$ cat src/rtl/arm_boot_sequencer_if.sv
// Load stream and memory port 2 bundle between the sequencer, the program-word
// source, arm_core's data port and arm_memory.
interface arm_boot_sequencer_if;
    // Load stream: a word moves on a rising edge where ld_valid && ld_ready.
    // The source holds ld_data/ld_last stable while ld_valid is high and
    // ld_ready is low; ld_ready never depends on ld_valid.
    logic        ld_valid;
    logic [31:0] ld_data;
    logic        ld_last;
    logic        ld_ready;

    logic [31:0] core_mem_addr;
    logic [31:0] core_mem_data_in;
    logic        core_mem_write_en;

    logic [31:0] mem_addr;
    logic [31:0] mem_data_in;
    logic        mem_write_en;

    modport master (
        output ld_valid, ld_data, ld_last,
        output core_mem_addr, core_mem_data_in, core_mem_write_en,
        input  ld_ready,
        input  mem_addr, mem_data_in, mem_write_en
    );

    modport slave (
        input  ld_valid, ld_data, ld_last,
        input  core_mem_addr, core_mem_data_in, core_mem_write_en,
        output ld_ready,
        output mem_addr, mem_data_in, mem_write_en
    );
endinterface

$ cat src/rtl/arm_boot_sequencer.sv
// Boot sequencer: streams a program image into memory port 2 with arm_core held
// in reset, holds reset RST_HOLD more cycles, then hands the port to the core.
module arm_boot_sequencer #(
    parameter logic [31:0] BASE_ADDR = 32'h0000_0000,
    parameter int          MEM_WORDS = 1024,
    parameter int          RST_HOLD  = 4,
    localparam int         WL_W      = $clog2(MEM_WORDS) + 1,
    localparam int         HOLD_W    = $clog2(RST_HOLD + 1)
) (
    input  logic                      clk,
    input  logic                      rst_n,
    input  logic                      start,
    output logic                      core_rst,
    input  logic                      core_halted,
    arm_boot_sequencer_if.slave       bus,
    output logic                      busy,
    output logic                      done,
    output logic                      error,
    output logic [WL_W-1:0]           words_loaded,
    output logic [2:0]                dbg_state_o
);
    typedef enum logic [2:0] {
        S_IDLE, S_LOAD, S_RELEASE, S_RUN, S_HALTED, S_ERROR
    } state_e;

    localparam logic [WL_W-1:0]   WL_MAX    = WL_W'(MEM_WORDS);
    localparam logic [HOLD_W-1:0] HOLD_LAST = HOLD_W'(RST_HOLD - 1);

    state_e              state_q, state_d;
    logic [WL_W-1:0]     wl_q, wl_d;
    logic [HOLD_W-1:0]   hold_q, hold_d;
    logic [31:0]         addr_q, addr_d;
    logic [31:0]         data_q, data_d;
    logic                we_q, we_d;
    logic                ld_ready_w;

    assign ld_ready_w = (state_q == S_LOAD) && (wl_q < WL_MAX);

    always_ff @(posedge clk or negedge rst_n) begin
        if (!rst_n) begin
            state_q <= S_IDLE;
            wl_q    <= '0;
            hold_q  <= '0;
            addr_q  <= '0;
            data_q  <= '0;
            we_q    <= 1'b0;
        end else begin
            state_q <= state_d;
            wl_q    <= wl_d;
            hold_q  <= hold_d;
            addr_q  <= addr_d;
            data_q  <= data_d;
            we_q    <= we_d;
        end
    end

    always_comb begin
        state_d = state_q;
        wl_d    = wl_q;
        hold_d  = hold_q;
        addr_d  = addr_q;
        data_d  = data_q;
        we_d    = 1'b0;
        case (state_q)
            S_IDLE, S_HALTED, S_ERROR: begin
                if (start) begin
                    state_d = S_LOAD;
                    wl_d    = '0;
                end
            end
            S_LOAD: begin
                if (bus.ld_valid && ld_ready_w) begin
                    addr_d = BASE_ADDR + (32'(wl_q) << 2);
                    data_d = bus.ld_data;
                    we_d   = 1'b1;
                    wl_d   = wl_q + WL_W'(1);
                    if (bus.ld_last) begin
                        state_d = S_RELEASE;
                        hold_d  = '0;
                    end
                end else if (bus.ld_valid) begin
                    // Valid with no room left: the image overflows memory.
                    state_d = S_ERROR;
                end
            end
            S_RELEASE: begin
                // First RELEASE cycle is the one carrying the final write.
                if (hold_q == HOLD_LAST) begin
                    state_d = S_RUN;
                    hold_d  = '0;
                end else begin
                    hold_d = hold_q + HOLD_W'(1);
                end
            end
            S_RUN: begin
                if (core_halted) begin
                    state_d = S_HALTED;
                end
            end
            default: state_d = S_IDLE;
        endcase
    end

    always_comb begin
        bus.mem_addr     = addr_q;
        bus.mem_data_in  = data_q;
        bus.mem_write_en = we_q;
        case (state_q)
            S_RUN: begin
                bus.mem_addr     = bus.core_mem_addr;
                bus.mem_data_in  = bus.core_mem_data_in;
                bus.mem_write_en = bus.core_mem_write_en;
            end
            S_HALTED: begin
                bus.mem_addr     = bus.core_mem_addr;
                bus.mem_data_in  = bus.core_mem_data_in;
                bus.mem_write_en = 1'b0;
            end
            default: ;
        endcase
    end

    assign bus.ld_ready   = ld_ready_w;
    assign core_rst       = !((state_q == S_RUN) || (state_q == S_HALTED));
    assign busy           = (state_q == S_LOAD) || (state_q == S_RELEASE);
    assign done           = (state_q == S_HALTED);
    assign error          = (state_q == S_ERROR);
    assign words_loaded   = wl_q;
    assign dbg_state_o    = state_q;
endmodule

$ cat src/flat_wrapper.sv
// flat-port wrapper written by rule: the top's interface ports become plain ports
module arm_boot_sequencer_flat 
#(
    parameter logic [31:0] BASE_ADDR = 32'h0000_0000,
    parameter int          MEM_WORDS = 1024,
    parameter int          RST_HOLD  = 4,
    localparam int         WL_W      = $clog2(MEM_WORDS) + 1,
    localparam int         HOLD_W    = $clog2(RST_HOLD + 1)
)
  (clk, rst_n, start, core_rst, core_halted, busy, done, error, words_loaded, dbg_state_o, bus_ld_valid, bus_ld_data, bus_ld_last, bus_core_mem_addr, bus_core_mem_data_in, bus_core_mem_write_en, bus_ld_ready, bus_mem_addr, bus_mem_data_in, bus_mem_write_en);
  arm_boot_sequencer_if bus_i ();
  input  logic clk;
  input  logic rst_n;
  input  logic start;
  output logic core_rst;
  input  logic core_halted;
  output logic busy;
  output logic done;
  output logic error;
  output logic [WL_W-1:0] words_loaded;
  output logic [2:0] dbg_state_o;
  input wire logic [$bits(bus_i.ld_valid)-1:0] bus_ld_valid;
  input wire logic [$bits(bus_i.ld_data)-1:0] bus_ld_data;
  input wire logic [$bits(bus_i.ld_last)-1:0] bus_ld_last;
  input wire logic [$bits(bus_i.core_mem_addr)-1:0] bus_core_mem_addr;
  input wire logic [$bits(bus_i.core_mem_data_in)-1:0] bus_core_mem_data_in;
  input wire logic [$bits(bus_i.core_mem_write_en)-1:0] bus_core_mem_write_en;
  output wire logic [$bits(bus_i.ld_ready)-1:0] bus_ld_ready;
  output wire logic [$bits(bus_i.mem_addr)-1:0] bus_mem_addr;
  output wire logic [$bits(bus_i.mem_data_in)-1:0] bus_mem_data_in;
  output wire logic [$bits(bus_i.mem_write_en)-1:0] bus_mem_write_en;
  assign bus_i.ld_valid = bus_ld_valid;
  assign bus_i.ld_data = bus_ld_data;
  assign bus_i.ld_last = bus_ld_last;
  assign bus_i.core_mem_addr = bus_core_mem_addr;
  assign bus_i.core_mem_data_in = bus_core_mem_data_in;
  assign bus_i.core_mem_write_en = bus_core_mem_write_en;
  assign bus_ld_ready = bus_i.ld_ready;
  assign bus_mem_addr = bus_i.mem_addr;
  assign bus_mem_data_in = bus_i.mem_data_in;
  assign bus_mem_write_en = bus_i.mem_write_en;
  arm_boot_sequencer #(.BASE_ADDR(BASE_ADDR), .MEM_WORDS(MEM_WORDS), .RST_HOLD(RST_HOLD)) u_core (.clk(clk), .rst_n(rst_n), .start(start), .core_rst(core_rst), .core_halted(core_halted), .bus(bus_i), .busy(busy), .done(done), .error(error), .words_loaded(words_loaded), .dbg_state_o(dbg_state_o));
endmodule
$ cat config.mk
export PLATFORM = sky130hd
export DESIGN_NAME = arm_boot_sequencer_flat
export DESIGN_NICKNAME = d
export VERILOG_FILES = /design/src/rtl/arm_boot_sequencer_if.sv /design/src/rtl/arm_boot_sequencer.sv /design/src/flat_wrapper.sv
export SDC_FILE = /design/constraint.sdc
export NUM_CORES = 1
export LEC_CHECK = 0
export ABC_AREA = 1
export CAP_MARGIN = 20
export CORE_UTILIZATION = 43
export DETAILED_ROUTE_END_ITERATION = 16
export PLACE_DENSITY = 0.87
export SLEW_MARGIN = 30
export SYNTH_ARGS = -nofsm -noshare
export SYNTH_HDL_FRONTEND = slang
export SYNTH_SLANG_ARGS = --single-unit
$ cat constraint.sdc
create_clock -name clk -period 2.75 [get_ports clk]
set_input_delay 0.55 -clock clk [delete_from_list [all_inputs] [get_ports clk]]
set_output_delay 0.55 -clock clk [all_outputs]
set_load 0.005 [all_outputs]
# After elaboration in Yosys (flattened, before gate mapping)
# Cells that the tools add are included.
# classes
add_sub_neg	2
magnitude_cmp	1
eq_ne	13
n_mux	19
n_reduce_logical	14
# ops
cell	count
two-way mux 32 bit	2
two-way mux 3 bit	9
two-way mux 11 bit	2
one-hot mux 11 bit (2 select lines)	1
one-hot mux 3 bit (4 select lines)	1
adder 11 x 1 -> 11 bit (second input constant)	1
< comparator 11 bit (second input constant)	1
equality test 3 x 2 -> 1 bit (second input constant)	3
inequality test 2 bit (second input constant)	4
equality test 3 bit (second input constant)	2
inequality test 3 bit (second input constant)	2
one-hot mux 3 bit (2 select lines)	1
AND reduction 3 bit	2
AND reduction 5 bit	1
nonzero test 2 bit	2
adder 3 x 1 -> 3 bit (second input constant)	1
equality test 3 x 1 -> 1 bit (second input constant)	1
logical NOT 3 bit	1
OR reduction 3 bit	1
logical AND 1 bit	2
logical OR 1 bit	2
two-way mux 1 bit	2
inequality test 2 x 1 -> 1 bit (second input constant)	1
one-hot mux 1 bit (2 select lines)	1
3 further kinds	3
# totals
reg_bits	61
input_bits	103
out_inout_bits	84
elab_cells	55

# Logic depth before layout (Yosys ltp)
# Gate-level depths: netlist of the first run.
# depth
word_depth	5
depth_mapped	8
mapped_depth_nobuf	8

# Worst setup path before layout of the first run
# No wires, ideal clock.
# synth_path
path_kind	reg-to-output
startpoint	register u_core.state_q[1] (netlist: u_core.dbg_state_o[1])
endpoint	output port bus_mem_addr[14]
t_arrival_ps	1295
required_ps	2200
setup_slack_ps	905
path_stages_with_launch	6
n_path_buf	2
cell_sequence	dfrtp_1 > nor3_1 > nor2_2 > buf_6 > buf_6 > nor2_1
# synth_via
elab_chain_len	3
word_cells_on_any_way	4
cone_classes	2 x eq/ne; 1 x mux; 1 x reduce/logical
# synth_rtl
element	line_no	source
from (decl)	arm_boot_sequencer.sv:29	state_e state_q, state_d;
from (signal assigned)	arm_boot_sequencer.sv:48	state_q <= state_d;
equality test 3 bit	n/a	
net done	flat_wrapper.sv:18	output logic done;
OR reduction 2 bit (no source line)	n/a	
two-way mux 32 bit	arm_boot_sequencer.sv:108	case (state_q)
to (decl)	flat_wrapper.sv:29	output wire logic [$bits(bus_i.mem_addr)-1:0] bus_mem_addr;
# The timed path passes the listed nets, and every way through them passes these cells.

# Worst setup path in the final report of the first run
# layout_path
startpoint	register u_core.state_q[0] (netlist: u_core.dbg_state_o[0])
endpoint	output port bus_mem_data_in[16]
# layout_via
elab_chain_len	3
word_cells_on_any_way	4
cone_classes	2 x eq/ne; 1 x mux; 1 x reduce/logical
# layout_rtl
element	line_no	source
equality test 3 bit or equality test 3 x 2 -> 1 bit (tied branches)	arm_boot_sequencer.sv:108	
OR reduction 2 bit (no source line) *	n/a	
two-way mux 32 bit *	arm_boot_sequencer.sv:108	
to (decl)	flat_wrapper.sv:30	output wire logic [$bits(bus_i.mem_data_in)-1:0] bus_mem_data_in;
# Mark *: on every way between the ends. The rest lies on a longest branch, timed or not.

==> flow_summary.ini, run 1 <==
[status]
outcome = finished, final reports clean

[worst_setup_path]
cp_max_fo = 26
path_delay_family = buffers and inverters
arrival_ns = 2.09
crit_buf_inv = 3
rr_endpoint = u_core.dbg_state_o[2]
r2r-start = u_core.dbg_state_o[0]
start_kind = flop
crit_chain = nand2_1 -> nor2_4 -> nor2_4 -> inv_2 -> buf_8 -> nand2_1 -> nand2_1 -> clkdlybuf4s50_1
end_kind = primary output
cp_slowest_stage_delay_ns = 0.51
path_common_cell = nand2_1
crit_required_ns = 2.20
critPathLaunch = u_core.dbg_state_o[0]
critPathSlowestCell = clkdlybuf4s50_1
worst-r2r-setup-slack_ns = 0.98
path_class = reg2out
ff2ff_path_depth = 8

[power]
p_total_mw = 5.011
vdd_drop_max_v = 0.0005983
cellInternalPower_mw = 3.062
p_per_area_nw_per_um2 = 896.9
seqPwrFrac = 0.273
leakage_nw = 2.813
swShare = 0.3889
combPwrFrac = 0.593
clock_power_share = 0.133
switchingPower_mw = 1.949

[yosys]
yosys_register_bits = 61
yosys_most_used_dff = dfrtp_1
avgSynthCellArea_um2 = 6.794
synth_edf_count = 0
synth-async-reset-ratio = 1.000
synth_common_cells = 277 x nand2_1, 61 x dfrtp_1, 43 x inv_1, 39 x nor2_1, 19 x nand3_1
syn_nets = 614
ys_seq_area_frac = 0.4414
yosys_warnings = 0
synthTopCellsByArea = dfrtp_1 44%, nand2_1 30%, inv_1 4.7%, nor2_1 4.2%, nand3_1 2.7%
yosysMostFrequentCell = nand2_1
yosysTopAreaCell = dfrtp_1
synthCells = 509
synth_cell_types = 26
syn_area_um2 = 3458
yosysTopAreaCellShare = 0.4414

[sta]
fmaxAchievable_mhz = 379.4
setup_ws_ns = 0.1144
worst_slew_pin_slew_ns = 0.7062
relSlewSlack = 0.5292
hold_viol = 0
clock_skew_ns = 0.008231
slew_violations = 0
min_period_ns = 2.636
rsz0062_at_grt = yes
setup_viol = 0
min_period_over_period = 0.9584

[grt]
grt_pass1_vias = 3772
grt_overflow = 0
grtUsageTotal = 0.2728
antenna_found_initial = 0
grt_pass1_wl_mm = 17.73
grt_max_degree = 66

[route]
firstDrtPassIters = 4
ant_nets = 0
wl_per_cell_um = 14.05
routed_wirelength_mm = 11.27
vias = 3822
first_iter_violations = 189
drc = 0
viasPerCell = 4.766

[die]
die_w_um = 91.68
core_area_um2 = 7767
die-height_um = 91.68
initial_utilization = 0.4452
die-area_um2 = 8405
rows = 32
io_pins = 187

[placed_design]
port_buffers = 186
place_congestion = 0.9128
post-place-ws_ns = 0.2373
hpwl_mm = 8.385

[finish]
regArea_um2 = 1529
nFillCells = 624
area.growth.synth_to_final_pct = 61.54
multi_input_area_um2 = 1617
drive_above_1_share = 0.06000
n_antenna_cell = 0
fin_nets = 801

[cts]
cts-root-buf = clkbuf_8
clkSinkCount = 61
h-tree-depth = 3
path_clk_slew_ns = 0.07
clock_latency_ns = 0.33
cts_buffers = 9
cts_tree = done
clock_path_buffers = 2

[worst_hold_path]
hold_path.class = in2async

[run]
maxCapViolations = 0
==> flip-flops by register name (all words and copies together) (netlist names) <==
name                 count
u_core.we_q              1
u_core.data_q           32
u_core.words_loaded     11
u_core.hold_q            3
u_core.dbg_state_o       3
u_core.addr_q           11
==> stage by stage <==
stage	util	hold slack, ns	cells	setup TNS (ns)	instance area, µm²
after floorplan	-	0.2544	509	0	3458
after global placement	0.6907	0.4537	785	0	5365
after detailed placement	0.6907	0.4660	785	0	5365
after CTS	0.7131	0.2839	800	0	5539
after global routing	0.7192	0.3013	802	-0.02541	5587
final	0.7192	0.2641	802	0	5587
==> cells by family (layout without fill, tap and decap cells) <==
group                      Yosys count  in the layout  share of synthesized area
AOI/OAI and AO/OA                   26             26                    0.04161
xor gates and xnor gates             3              3                   0.007599
adders and majority gates            2              2                   0.007235
buffers and inverters               68            259                    0.09732
DFF                                 61             61                     0.4414
and+or+nand+nor                    349            349                     0.4049
==> worst max path at each step <==
| stage | end | slack, ns | depth (start not counted) |
|---|---|---|---|
| after floorplan | bus_mem_addr[14] | 0.91 | 5 |
| after global placement | bus_mem_data_in[10] | 0.34 | 7 |
| after CTS | bus_mem_addr[8] | 0.02 | 8 |
| after detailed placement | bus_mem_data_in[10] | 0.24 | 7 |
| final | bus_mem_data_in[16] | 0.11 | 8 |
| after global routing | bus_mem_addr[8] | -0.01 | 8 |
==> placed cells by master (no fill, tap or decap), types with 2 or more instances in the layout <==
master           count
nand3_1             19
nor2_4               2
nand2_1            277
clkbuf_1             3
buf_4                6
inv_1               43
nand3_2              2
clkbuf_8            10
o21ai_1             13
dfrtp_1             59
xor2_1               3
nand4_1              2
inv_2                4
clkinv_2             3
dfrtp_2              2
nand2_2              2
nor2_1              39
ha_1                 2
clkdlybuf4s50_1    185
o21ai_0             10
==> cell type report <==
class,instances,share of cell area
repair buffers,196,0.3532
multi-input cells,380,0.2894
flip-flops and latches,61,0.2737
inverters,48,0.03247
clock buffers,13,0.02665
well taps,102,0.02284
clock inverters,2,0.001792
==> what timing repair did <==
action / in CTS / in global routing
buffers inserted: 0 / 1
endpoints found under the setup margin: 42 / 45
hold buffers: 0 / 0
resized for setup: 4 / 4
hold endpoints to repair: 0 / 0
cloned: 0 / 1
==> power by group through the flow <==
| stage | registers, mW | logic [mW] | clock network, mW |
|---|---|---|---|
| final | 1.37 | 2.97 | 0.668 |
| after global routing | 1.40 | 3.28 | 0.729 |
| after CTS | 1.36 | 2.91 | 0.682 |
| after detailed placement | 1.37 | 2.88 | 0 |
| after global placement | 1.35 | 2.81 | 0 |
| after floorplan | 1.34 | 1.44 | 0 |
==> layer usage <==
| layer | global-route usage | vias up | part of all wire |
|---|---|---|---|
| met4 | 0.1521 | 0 | 0.040 |
| li1 | - | 1902 | - |
| met5 | 0 | - | 0 |
| met3 | 0.06633 | 34 | 0.061 |
| met2 | 0.4837 | 138 | 0.51 |
| met1 | 0.2978 | 1748 | 0.39 |
(Power assumes the default switching activity.)
==> run 2, diff against run 1 <==
--- a/config.mk
+++ b/config.mk
@@ -6,6 +6,7 @@
 export NUM_CORES = 1
 export LEC_CHECK = 0
 export ABC_AREA = 1
+export ABC_CLOCK_PERIOD_IN_PS = 2750
 export CAP_MARGIN = 20
 export CORE_UTILIZATION = 43
 export DETAILED_ROUTE_END_ITERATION = 16
==> results of run 2 <==
Same layout as run 1: the final DEF is identical, and so are final timing and power.
